===== config.mk =====
export PLATFORM = sky130hd
export DESIGN_NAME = dffs_drain
export DESIGN_NICKNAME = d
export VERILOG_FILES = /design/src/rtl/dffs_drain_pkg.sv /design/src/rtl/dffs_prio_enc.sv /design/src/rtl/dffs_drain.sv
export SDC_FILE = /design/constraint.sdc
export NUM_CORES = 1
export LEC_CHECK = 0
export CAP_MARGIN = 10
export CORE_MARGIN = 10
export CORE_UTILIZATION = 37
export CTS_CLUSTER_DIAMETER = 120
export DETAILED_ROUTE_END_ITERATION = 8
export GPL_TIMING_DRIVEN = 0
export PLACE_DENSITY = 0.88
export SLEW_MARGIN = 40
export SYNTH_ARGS = -nofsm -noshare
export SYNTH_HDL_FRONTEND = slang
export SYNTH_SLANG_ARGS = --single-unit

===== constraint.sdc =====
create_clock -name CLK -period 5.37 [get_ports CLK]
set_clock_uncertainty 0.05 [all_clocks]
set_input_delay 1.074 -clock CLK [delete_from_list [all_inputs] [get_ports CLK]]
set_output_delay 1.074 -clock CLK [all_outputs]
set_load 0.005 [all_outputs]

===== src/rtl/dffs_drain_pkg.sv =====
// dffs_drain_pkg: shared state encoding for the DFF array drain block.
//   Defines drain_state_t.
//   It is used by dffs_drain and dffs_prio_enc.
package dffs_drain_pkg;
   typedef enum logic [1:0] {
      DRAIN_IDLE = 2'd0,
      DRAIN_SCAN = 2'd1,
      DRAIN_SEND = 2'd2,
      DRAIN_FIN  = 2'd3
   } drain_state_t;
endpackage


===== src/rtl/dffs_prio_enc.sv =====
// dffs_prio_enc: finds the lowest set bit of a vector at or above a start pointer.
//   vector : 2**SIZE request bits
//   PTR    : SIZE+1 bit start index; a value of 2**SIZE or more always gives "none found"
//   FOUND  : at least one qualifying bit is set
//   IDX    : index of the lowest qualifying bit (0 when FOUND=0)
module dffs_prio_enc
   import dffs_drain_pkg::*;
#(
   parameter int SIZE = 3
) (
   input  logic [2**SIZE-1:0] vector,
   input  logic [SIZE:0]      PTR,
   output logic               FOUND,
   output logic [SIZE-1:0]    IDX
);
   localparam int N = 2**SIZE;
   localparam int W = SIZE + 1;
   // The loop runs from the top index down, so the last hit is the lowest index.
   always_comb begin
      FOUND = 1'b0;
      IDX   = '0;
      for (int i = N - 1; i >= 0; i--) begin
         if (vector[i] && (W'(i) >= PTR)) begin
            FOUND = 1'b1;
            IDX   = SIZE'(i);
         end
      end
   end
endmodule


===== src/rtl/dffs_drain.sv =====
// dffs_drain: streams the dirty words of a packed DFF array out over valid/ready.
//   CLK, RST      : clock; synchronous active-high reset
//   START         : one-cycle pulse that begins a pass (ignored while BUSY)
//   BUSY, DONE    : pass in progress / one-cycle pass-complete pulse
//   DFF, DIRTY    : packed array contents (word i at [i*WLEN+:WLEN]) and per-word dirty flags
//   CLRN          : active-low one-cycle clear strobe per accepted word (array WENB, MASK tied high)
//   OVALID/OREADY : output handshake; OADDR/ODATA give the index and the snapshot of the word
//   Define DFFS_DRAIN_CLEAR_EN to enable the CLRN strobes (flush).
//   Without it, CLRN stays all ones (non-destructive dump).
module dffs_drain
   import dffs_drain_pkg::*;
#(
   parameter int SIZE = 3,
   parameter int WLEN = 32
) (
   input  logic                      CLK,
   input  logic                      RST,
   input  logic                      START,
   output logic                      BUSY,
   output logic                      DONE,
   input  logic [WLEN*(2**SIZE)-1:0] DFF,
   input  logic [2**SIZE-1:0]        DIRTY,
   output logic [2**SIZE-1:0]        CLRN,
   output logic                      OVALID,
   input  logic                      OREADY,
   output logic [SIZE-1:0]           OADDR,
   output logic [WLEN-1:0]           ODATA
);
   localparam int N = 2**SIZE;
   localparam logic [SIZE-1:0] LAST = SIZE'(N - 1);
   drain_state_t state, state_n;
   logic [SIZE:0] ptr;
   logic found;
   logic [SIZE-1:0] idx;
   logic [WLEN-1:0] words [N];
   logic hs;
   genvar g;
   generate
      for (g = 0; g < N; g++) begin : g_unpk
         assign words[g] = DFF[g*WLEN +: WLEN];
      end
   endgenerate
   dffs_prio_enc #(.SIZE(SIZE)) u_enc (
      .vector (DIRTY),
      .PTR    (ptr),
      .FOUND  (found),
      .IDX    (idx)
   );
   assign hs   = (state == DRAIN_SEND) && OREADY;
   assign BUSY = (state == DRAIN_SCAN) || (state == DRAIN_SEND);
   assign DONE = (state == DRAIN_FIN);
   always_comb begin
      state_n = state;
      case (state)
         DRAIN_IDLE: state_n = START ? DRAIN_SCAN : DRAIN_IDLE;
         DRAIN_SCAN: state_n = found ? DRAIN_SEND : DRAIN_FIN;
         DRAIN_SEND: state_n = !OREADY ? DRAIN_SEND : (OADDR == LAST) ? DRAIN_FIN : DRAIN_SCAN;
         default:    state_n = DRAIN_IDLE;
      endcase
   end
   always_ff @(posedge CLK) begin
      if (RST) begin
         state  <= DRAIN_IDLE;
         ptr    <= '0;
         OVALID <= 1'b0;
         OADDR  <= '0;
         ODATA  <= '0;
      end else begin
         state <= state_n;
         if ((state == DRAIN_IDLE) && START)
            ptr <= '0;
         if ((state == DRAIN_SCAN) && found) begin
            OVALID <= 1'b1;
            OADDR  <= idx;
            ODATA  <= words[idx];
         end
         // After the last index the pointer reaches N, which the encoder treats as "none found".
         if (hs) begin
            OVALID <= 1'b0;
            ptr    <= {1'b0, OADDR} + (SIZE+1)'(1);
         end
      end
   end
`ifdef DFFS_DRAIN_CLEAR_EN
   // Every bit returns high each cycle, so a strobe lasts exactly one cycle after the accept.
   always_ff @(posedge CLK) begin
      if (RST) begin
         CLRN <= '1;
      end else begin
         CLRN <= '1;
         if (hs)
            CLRN[OADDR] <= 1'b0;
      end
   end
`else
   assign CLRN = '1;
`endif
endmodule


==> key figures, run 1 <==
Worst setup path
  – Worst EP arrival: 3.92 ns
  – CP endpoint kind: flop
  – Slowest cell on crit path: a21boi_1
  – Crit path kind: in -> reg
  – Crit-path max FO: 10
  – Critical path, cell by cell: clkdlybuf4s50_1 > a21bo_1 > a32oi_1 > o31ai_4 > a21boi_1 > clkbuf_1 > a221oi_1 > nand4_1
  – CP startpoint kind: input pin
  – Max stage delay on crit path: 0.61 ns
  – Required @ worst endpoint: 5.57 ns

Synth
  – Yosys top cell area share: 0.208
  – Mapped Area: 0.00404 mm²
  – Dominant cell type by area after synthesis: dfxtp_1
  – Syn Inst Count: 572
  – Post-synthesis sequential area ratio: 0.208
  – #FFs+latches synth: 42
  – Ys Warns: 0
  – Mean Syn Cell Area: 7.06 µm²
  – Synth area leaders: dfxtp_1 21%, a21o_1 12%, o21ai_0 8.2%, nand3_1 8.1%, a221oi_1 6.7%
  – Synth unique cells: 49

STA
  – Final setup viols: 0
  – RSZ-0062 raised after global routing: no
  – Setup TNS: 0 ns
  – Max-slew violation count: 0
  – Final worst path period share: 0.693
  – Max frequency: 0.269 GHz
  – Slew headroom: 0.507
  – Final Hold Viols: 0
  – Worst-Margin Slew: 0.738 ns
  – Final worst path period need: 3.72 ns

Cells and area
  – # nets final: between 1000 and 1500
  – Register area: 841 µm²
  – Area growth, synth to finish: 82.7%
  – Area of the multi-input gates: 0.00286 mm²
  – Fill cells: between 900 and 1000
  – Share of cells above drive strength 1: 0.0348
  – Diodes inserted: 0

Placement
  – GPL Wtd Cong: between 0.9 and 1
  – Port Buffers: 305
  – Detailed-placement wirelength estimate: 20100 µm

Route
  – Drt wl/cell: 23.8 µm
  – Drt total wl: 24500 µm
  – Initial DRT Pass Iterations: 5
  – DR vias: 6153
  – DR iter-0 viols: ~700
  – DRC Markers: 0
  – Mean number of vias per cell: 5.97
  – Antenna Nets Post-Route: 0

Die
  – Core ar.: approximately 0.011 mm²
  – Chip Height: between 100 and 150 µm
  – Die area: 0.0155 mm²
  – Initial Util: 0.376
  – Die Wd: ~120 µm
  – Ports: 314
  – FP Rows: 38

Clocking
  – # Post-CTS Setup Buffers: 0
  – Number of buffers created by CTS: 5
  – CTS root buf: clkbuf_8
  – Post-cts gate resize count: 0
  – CTS max path bufs: 2
  – Worst-path clk slew: 0.09 ns
  – TritonCTS clock tree: built
  – Clock sinks: 42
  – Worst-Skew Late Latency: 0.30 ns
  – H-tree Lvls: 2
  – Hold Buf Count CTS: 0

Min path
  – HP Class: reg -> reg

Outcome
  – Status: complete, no violations

Global routing
  – Largest net degree at the start of global routing: 13
  – Initial antenna violation count: 0
  – Vias in the first global route: 6161
  – First-pass GRT wire length: 36600 µm
  – Total track usage: 0.294
  – GR Overflow Total: 0

Pwr
  – Final total power: 1.03 mW
  – Leak: between 2 and 3 nW
  – Power per cell area: roughly 140 mW/mm²
  – Max VDD drop: 0.0939 mV

Flow run
  – Max Cap Viol: 0
## registers in the layout, summed over array words and instances, names as in the netlist
register  cells
ODATA        32
OADDR         3
ptr           4
OVALID        1
state         2
## power breakdown
group | switching, mW | internal, mW
registers | 0.0147 | 0.334
clock network | 0.129 | 0.0879
logic | 0.194 | 0.268
## stage by stage
| step | cells | util | worst slack (ns) | instance area (µm²) | hold WS [ns] |
|---|---|---|---|---|---|
| 4_1_cts | 1031 | 0.686 | 1.77 | 7370 | 0.415 |
| 3_5_place_dp | 1024 | 0.679 | 1.44 | 7290 | 0.402 |
| 5_1_grt | 1031 | 0.686 | 1.53 | 7370 | 0.447 |
| 6_report | 1031 | 0.686 | 1.65 | 7370 | 0.415 |
| 3_3_place_gp | 1024 | 0.679 | 1.49 | 7290 | 0.398 |
| 2_1_floorplan | 579 | - | 2.56 | 4060 | 0.400 |
## cell usage after synthesis (all sizes together)
| library cell | count |
|---|---|
| a21boi | 4 |
| nand3b | 1 |
| clkbuf | 58 |
| nand2 | 25 |
| nand2b | 3 |
| dfxtp | 42 |
| and4 | 16 |
| ha | 7 |
| o31ai | 2 |
| nand3 | 65 |
| o211ai | 1 |
| a22oi | 3 |
| inv | 9 |
| a211o | 1 |
| a2bb2oi | 1 |
| mux2i | 1 |
| a211oi | 3 |
| or2 | 1 |
| and3 | 32 |
| o31a | 1 |
| o211a | 1 |
| nor2 | 9 |
| a21oi | 25 |
| a31oi | 31 |
| or4 | 2 |
| a32oi | 1 |
| conb | 1 |
| a221o | 1 |
| nand4 | 33 |
| nor3b | 1 |
| and2 | 2 |
| buf | 18 |
| o21ai | 68 |
| nor3 | 2 |
| a21o | 62 |
| nor2b | 3 |
| or4b | 1 |
| o21a | 2 |
| a21bo | 1 |
| a221oi | 32 |
## layout make-up
| cell class | instances | share of cell area |
|---|---|---|
| Buffer | 76 | 0.0450 |
| Clock buffer | 5 | 0.00933 |
| Clock inverter | 2 | 0.00136 |
| Inverter | 9 | 0.00458 |
| Multi-Input combinational cell | 452 | 0.388 |
| Sequential cell | 42 | 0.114 |
| Tap cell | 140 | 0.0238 |
| Timing Repair Buffer | 305 | 0.414 |
## placed cells by master (no fill, tap or decap), types with 9 or more instances in the layout
cell type	instances
dfxtp_1	42
inv_1	9
a31oi_1	31
clkdlybuf4s50_1	305
a21o_1	62
a21oi_1	25
nand2_1	25
o21ai_0	66
clkbuf_1	58
and3_1	32
nand4_1	33
a221oi_1	31
and4_1	16
nand3_1	65
## final timing paths
path | start | end | slack [ns] | cells past startpoint
setup reg to reg | ptr[2] | ODATA[31] | 2.43 | 9
hold reg to reg | OVALID | OVALID | 0.41 | 2
hold / removal | OVALID | OVALID | 0.41 | 2
setup / recovery | DIRTY[2] | ODATA[6] | 1.65 | 8
## worst max-delay path: cells and delay by family
kind	cells	cell delay, ns
AND/OR/NAND/NOR	1	0.14
buffers and inverters	2	1.10
AO/OA/AOI/OAI	5	1.59
## kinds of logic after synthesis
| group | count (synthesis) | share of synthesized area |
|---|---|---|
| compound gates | 240 | 0.399 |
| fa+ha+maj | 7 | 0.0217 |
| buf+inv | 85 | 0.0905 |
| flops | 42 | 0.208 |
| mux | 1 | 0.00248 |
| other cells | 1 | 0.000929 |
| simple gates | 196 | 0.277 |
## metal layers
metal	vias to the layer above	track usage	routed length, µm
met5	-	0	0
met4	0	0.107	901
met3	63	0.0855	2620
met2	424	0.499	11800
met1	2833	0.343	9170
li1	2833	-	-
Power figures use the tool's default switching activity.
==> run 2: changes to the inputs <==
Settings changed: CORE_UTILIZATION 37 to 31, PLACE_DENSITY 0.88 to 0.79.
Clock period 5.37 ns to 3.23 ns, I/O delays scaled along.
==> run 2 against run 1 <==
Cell count increased by 3.2%. Clock-buffer cell count grew 1. Via count fell by 2.7%. Sequential power rose by 66%. Critical path type unchanged. Clock power rose to 2.6 times the previous value. Combinational power up 68%. Die area is 16% higher. Global-route usage is 3.2 points lower. Non-clock buffer count unchanged. Critical endpoint is now ODATA[5].
==> key figures, run 2 (same netlist as run 1, synthesis figures left out) <==
Outcome
  – Status: complete, no violations (unchanged)

STA
  – Slew headroom: 0.526 (was 0.507)
  – Hold slack final: 0.422 ns (was 0.415 ns)
  – Final worst path period need: 3.19 ns
  – Setup TNS: 0 ns (unchanged)
  – Final worst path period share: 0.987
  – RSZ-0062 raised after global routing: yes (was no)
  – Worst-Margin Slew: 0.712 ns (was 0.738 ns)
  – Final Hold Viols: 0 (unchanged)
  – Max frequency: approximately 0.31 GHz
  – Max-slew violation count: 0 (unchanged)
  – Final setup viols: 0 (unchanged)

Global routing
  – GR Overflow Total: 0 (unchanged)
  – Met1 global-route usage: 0.296 (was 0.343)
  – Total track usage: 0.262 (was 0.294)
  – Initial antenna violation count: 1 (was 0)
  – M2 GR Usage: 0.451 (was 0.499)
  – First-pass GRT wire length: 36600 µm (about the same)
  – Largest net degree at the start of global routing: 14 (was 13)
  – GRT busiest layer: met2 (unchanged)
  – Vias in the first global route: 6219 (was 6161)
  – M3 GR Usage: 0.0892 (was 0.0855)

Clocking
  – Hold Buf Count CTS: 0 (unchanged)
  – Worst-Skew Late Latency: 0.29 ns (was 0.30 ns)
  – TritonCTS clock tree: built (unchanged)
  – Number of buffers created by CTS: 5 (unchanged)
  – H-tree Lvls: 2 (unchanged)
  – # Post-CTS Setup Buffers: 0 (unchanged)
  – CTS max path bufs: 2 (unchanged)
  – Worst-path clk slew: 0.07 ns (was 0.09 ns)
  – CTS root buf: clkbuf_16 (was clkbuf_8)
  – Clock sinks: 42 (unchanged)

Worst setup path
  – Worst EP arrival: 3.29 ns (was 3.92 ns)
  – CP endpoint kind: flop (unchanged)
  – Crit-path max FO: 10 (unchanged)
  – CP startpoint kind: input pin (unchanged)
  – Crit path kind: in -> reg (unchanged)
  – Required @ worst endpoint: 3.33 ns (was 5.57 ns)

Route
  – Initial DRT Pass Iterations: 6 (was 5)
  – Antenna Nets Post-Route: 0 (unchanged)
  – Drt total wl: 25200 µm (was 24500 µm)
  – DR iter-0 viols: 531 (was 697)
  – Mean number of vias per cell: 5.63 (was 5.97)
  – Drt wl/cell: 23.7 µm (was 23.8 µm)
  – DR vias: 5989 (was 6153)
  – DRC Markers: 0 (unchanged)

Cells and area
  – Most common cell after layout, fill and taps aside: clkdlybuf4s50_1 (unchanged)
  – Biggest regs: ODATA x32, ptr x4, OADDR x3 (unchanged)
  – Diodes inserted: 0 (unchanged)
  – Fill cells: 1200 (was 930)
  – Max FFs per register: 32 (unchanged)
  – Design Area, Final: 0.00750 mm² (was 0.00737 mm²)
  – Area of the multi-input gates: 0.00287 mm² (was 0.00286 mm²)
  – Finished Layout Cells: 1064 (was 1031)
  – Most frequent cells in the layout: 305 x clkdlybuf4s50_1, 66 x o21ai_0, 65 x nand3_1 (unchanged)
  – Share of cells above drive strength 1: 0.0426 (was 0.0348)
  – Register area: 841 µm² (unchanged)
  – # nets final: 1166 (unchanged)
  – Area growth, synth to finish: 85.8% (was 82.7%)
  – Largest Register: ODATA (unchanged)

Placement
  – Area post-placement: 0.00734 mm² (was 0.00729 mm²)
  – GPL Wtd Cong: 0.906 (was 0.963)
  – Port Buffers: 305 (unchanged)
  – Detailed-placement wirelength estimate: 20400 µm (was 20100 µm)
  – Placed insts: 1056 (was 1024)

Flow run
  – Max Cap Viol: 0 (unchanged)

Pwr
  – Switching Share: 0.316 (was 0.329)
  – Power per cell area: 255 mW/mm² (was 139 mW/mm²)
  – Psw: 0.604 mW (was 0.338 mW)
  – Sequential share of power: 0.303 (was 0.339)
  – Internal: 1.31 mW (was 0.690 mW)
  – Max VDD drop: 0.226 mV (was 0.0939 mV)
  – Leak: 2.80 nW (was 2.76 nW)
  – Gate power share: 0.407 (was 0.450)
  – Final total power: 1.91 mW (was 1.03 mW)
  – Clock network power share: 0.291 (was 0.211)

Die
  – Die Wd: 134 µm (was 124 µm)
  – Core ar.: 0.0127 mm² (was 0.0107 mm²)
  – Ports: 314 (unchanged)
  – Chip Height: 134 µm (was 124 µm)
  – Initial Util: 0.319 (was 0.376)
  – FP Rows: 41 (was 38)
  – Die area: 0.0180 mm² (was 0.0155 mm²)

Min path
  – HP Class: reg -> reg (unchanged)
[run 2: cell types whose count changed in the layout (fill, tap and decap cells not counted)]
cell | before | now
nor2_1 | 8 | 7
clkbuf_16 | 0 | 5
buf_2 | 7 | 6
clkbuf_1 | 58 | 54
clkbuf_8 | 5 | 1
a21boi_2 | 2 | 3
clkinvlp_4 | 0 | 1
a21boi_1 | 1 | 0
nor2_2 | 0 | 1
clkbuf_4 | 0 | 1
clkbuf_2 | 0 | 4
clkinv_2 | 2 | 1
[run 2: power groups by stage]
| stage | logic (mW) | registers, mW | clock network (mW) |
|---|---|---|---|
| 4_1_cts | 0.770 | 0.579 | 0.550 |
| 5_1_grt | 0.831 | 0.583 | 0.574 |
| 2_1_floorplan | 0.249 | 0.590 | 0 |
| 6_report | 0.778 | 0.579 | 0.556 |
| 3_3_place_gp | 0.756 | 0.590 | 0 |
| 3_5_place_dp | 0.765 | 0.590 | 0 |
[run 2: critical path, cell delays in order]
cell	delay, ns
clkdlybuf4s50_1	0.49
a21bo_1	0.22
a32oi_1	0.32
o31a_1	0.24
buf_2	0.24
nor2_4	0.11
clkbuf_1	0.31
a31oi_1	0.56
nand4_1	0.15
[run 2: stage by stage]
stage	util	setup WS (ns)
floorplan	-	0.846
global placement	0.579	-0.426
detailed placement	0.579	-0.437
CTS	0.591	0.00435
global route	0.592	-0.0551
finish	0.592	0.0418
[run 2: final cells by class]
type / count / area share
buffer: 76 / 0.0452
clock inverter: 2 / 0.00167
multi-input combinational: 452 / 0.382
tap: 172 / 0.0287
sequential: 42 / 0.112
inverter: 9 / 0.00450
timing repair buffer: 305 / 0.407
clock buffer: 6 / 0.0185
[run 2: worst paths after layout]
check,slack [ns],start,to,cells after the start
min reg2reg,0.42,OVALID,OVALID,2
max,0.04,DIRTY[2],ODATA[5],9
max reg2reg,0.44,ptr[2],ODATA[5],9
min,0.42,OVALID,OVALID,2
[run 2: timing repair]
action,CTS,global route
pin swaps,0,0
gates resized for setup,3,6
setup endpoints to repair,13,17
[run 2: metal layers]
| layer | routed length [µm] | up-vias |
|---|---|---|
| met5 | 13 | - |
| met4 | 781 | 2 |
| met3 | 2650 | 47 |
| met2 | 12100 | 351 |
| met1 | 9630 | 2759 |
| li1 | - | 2830 |
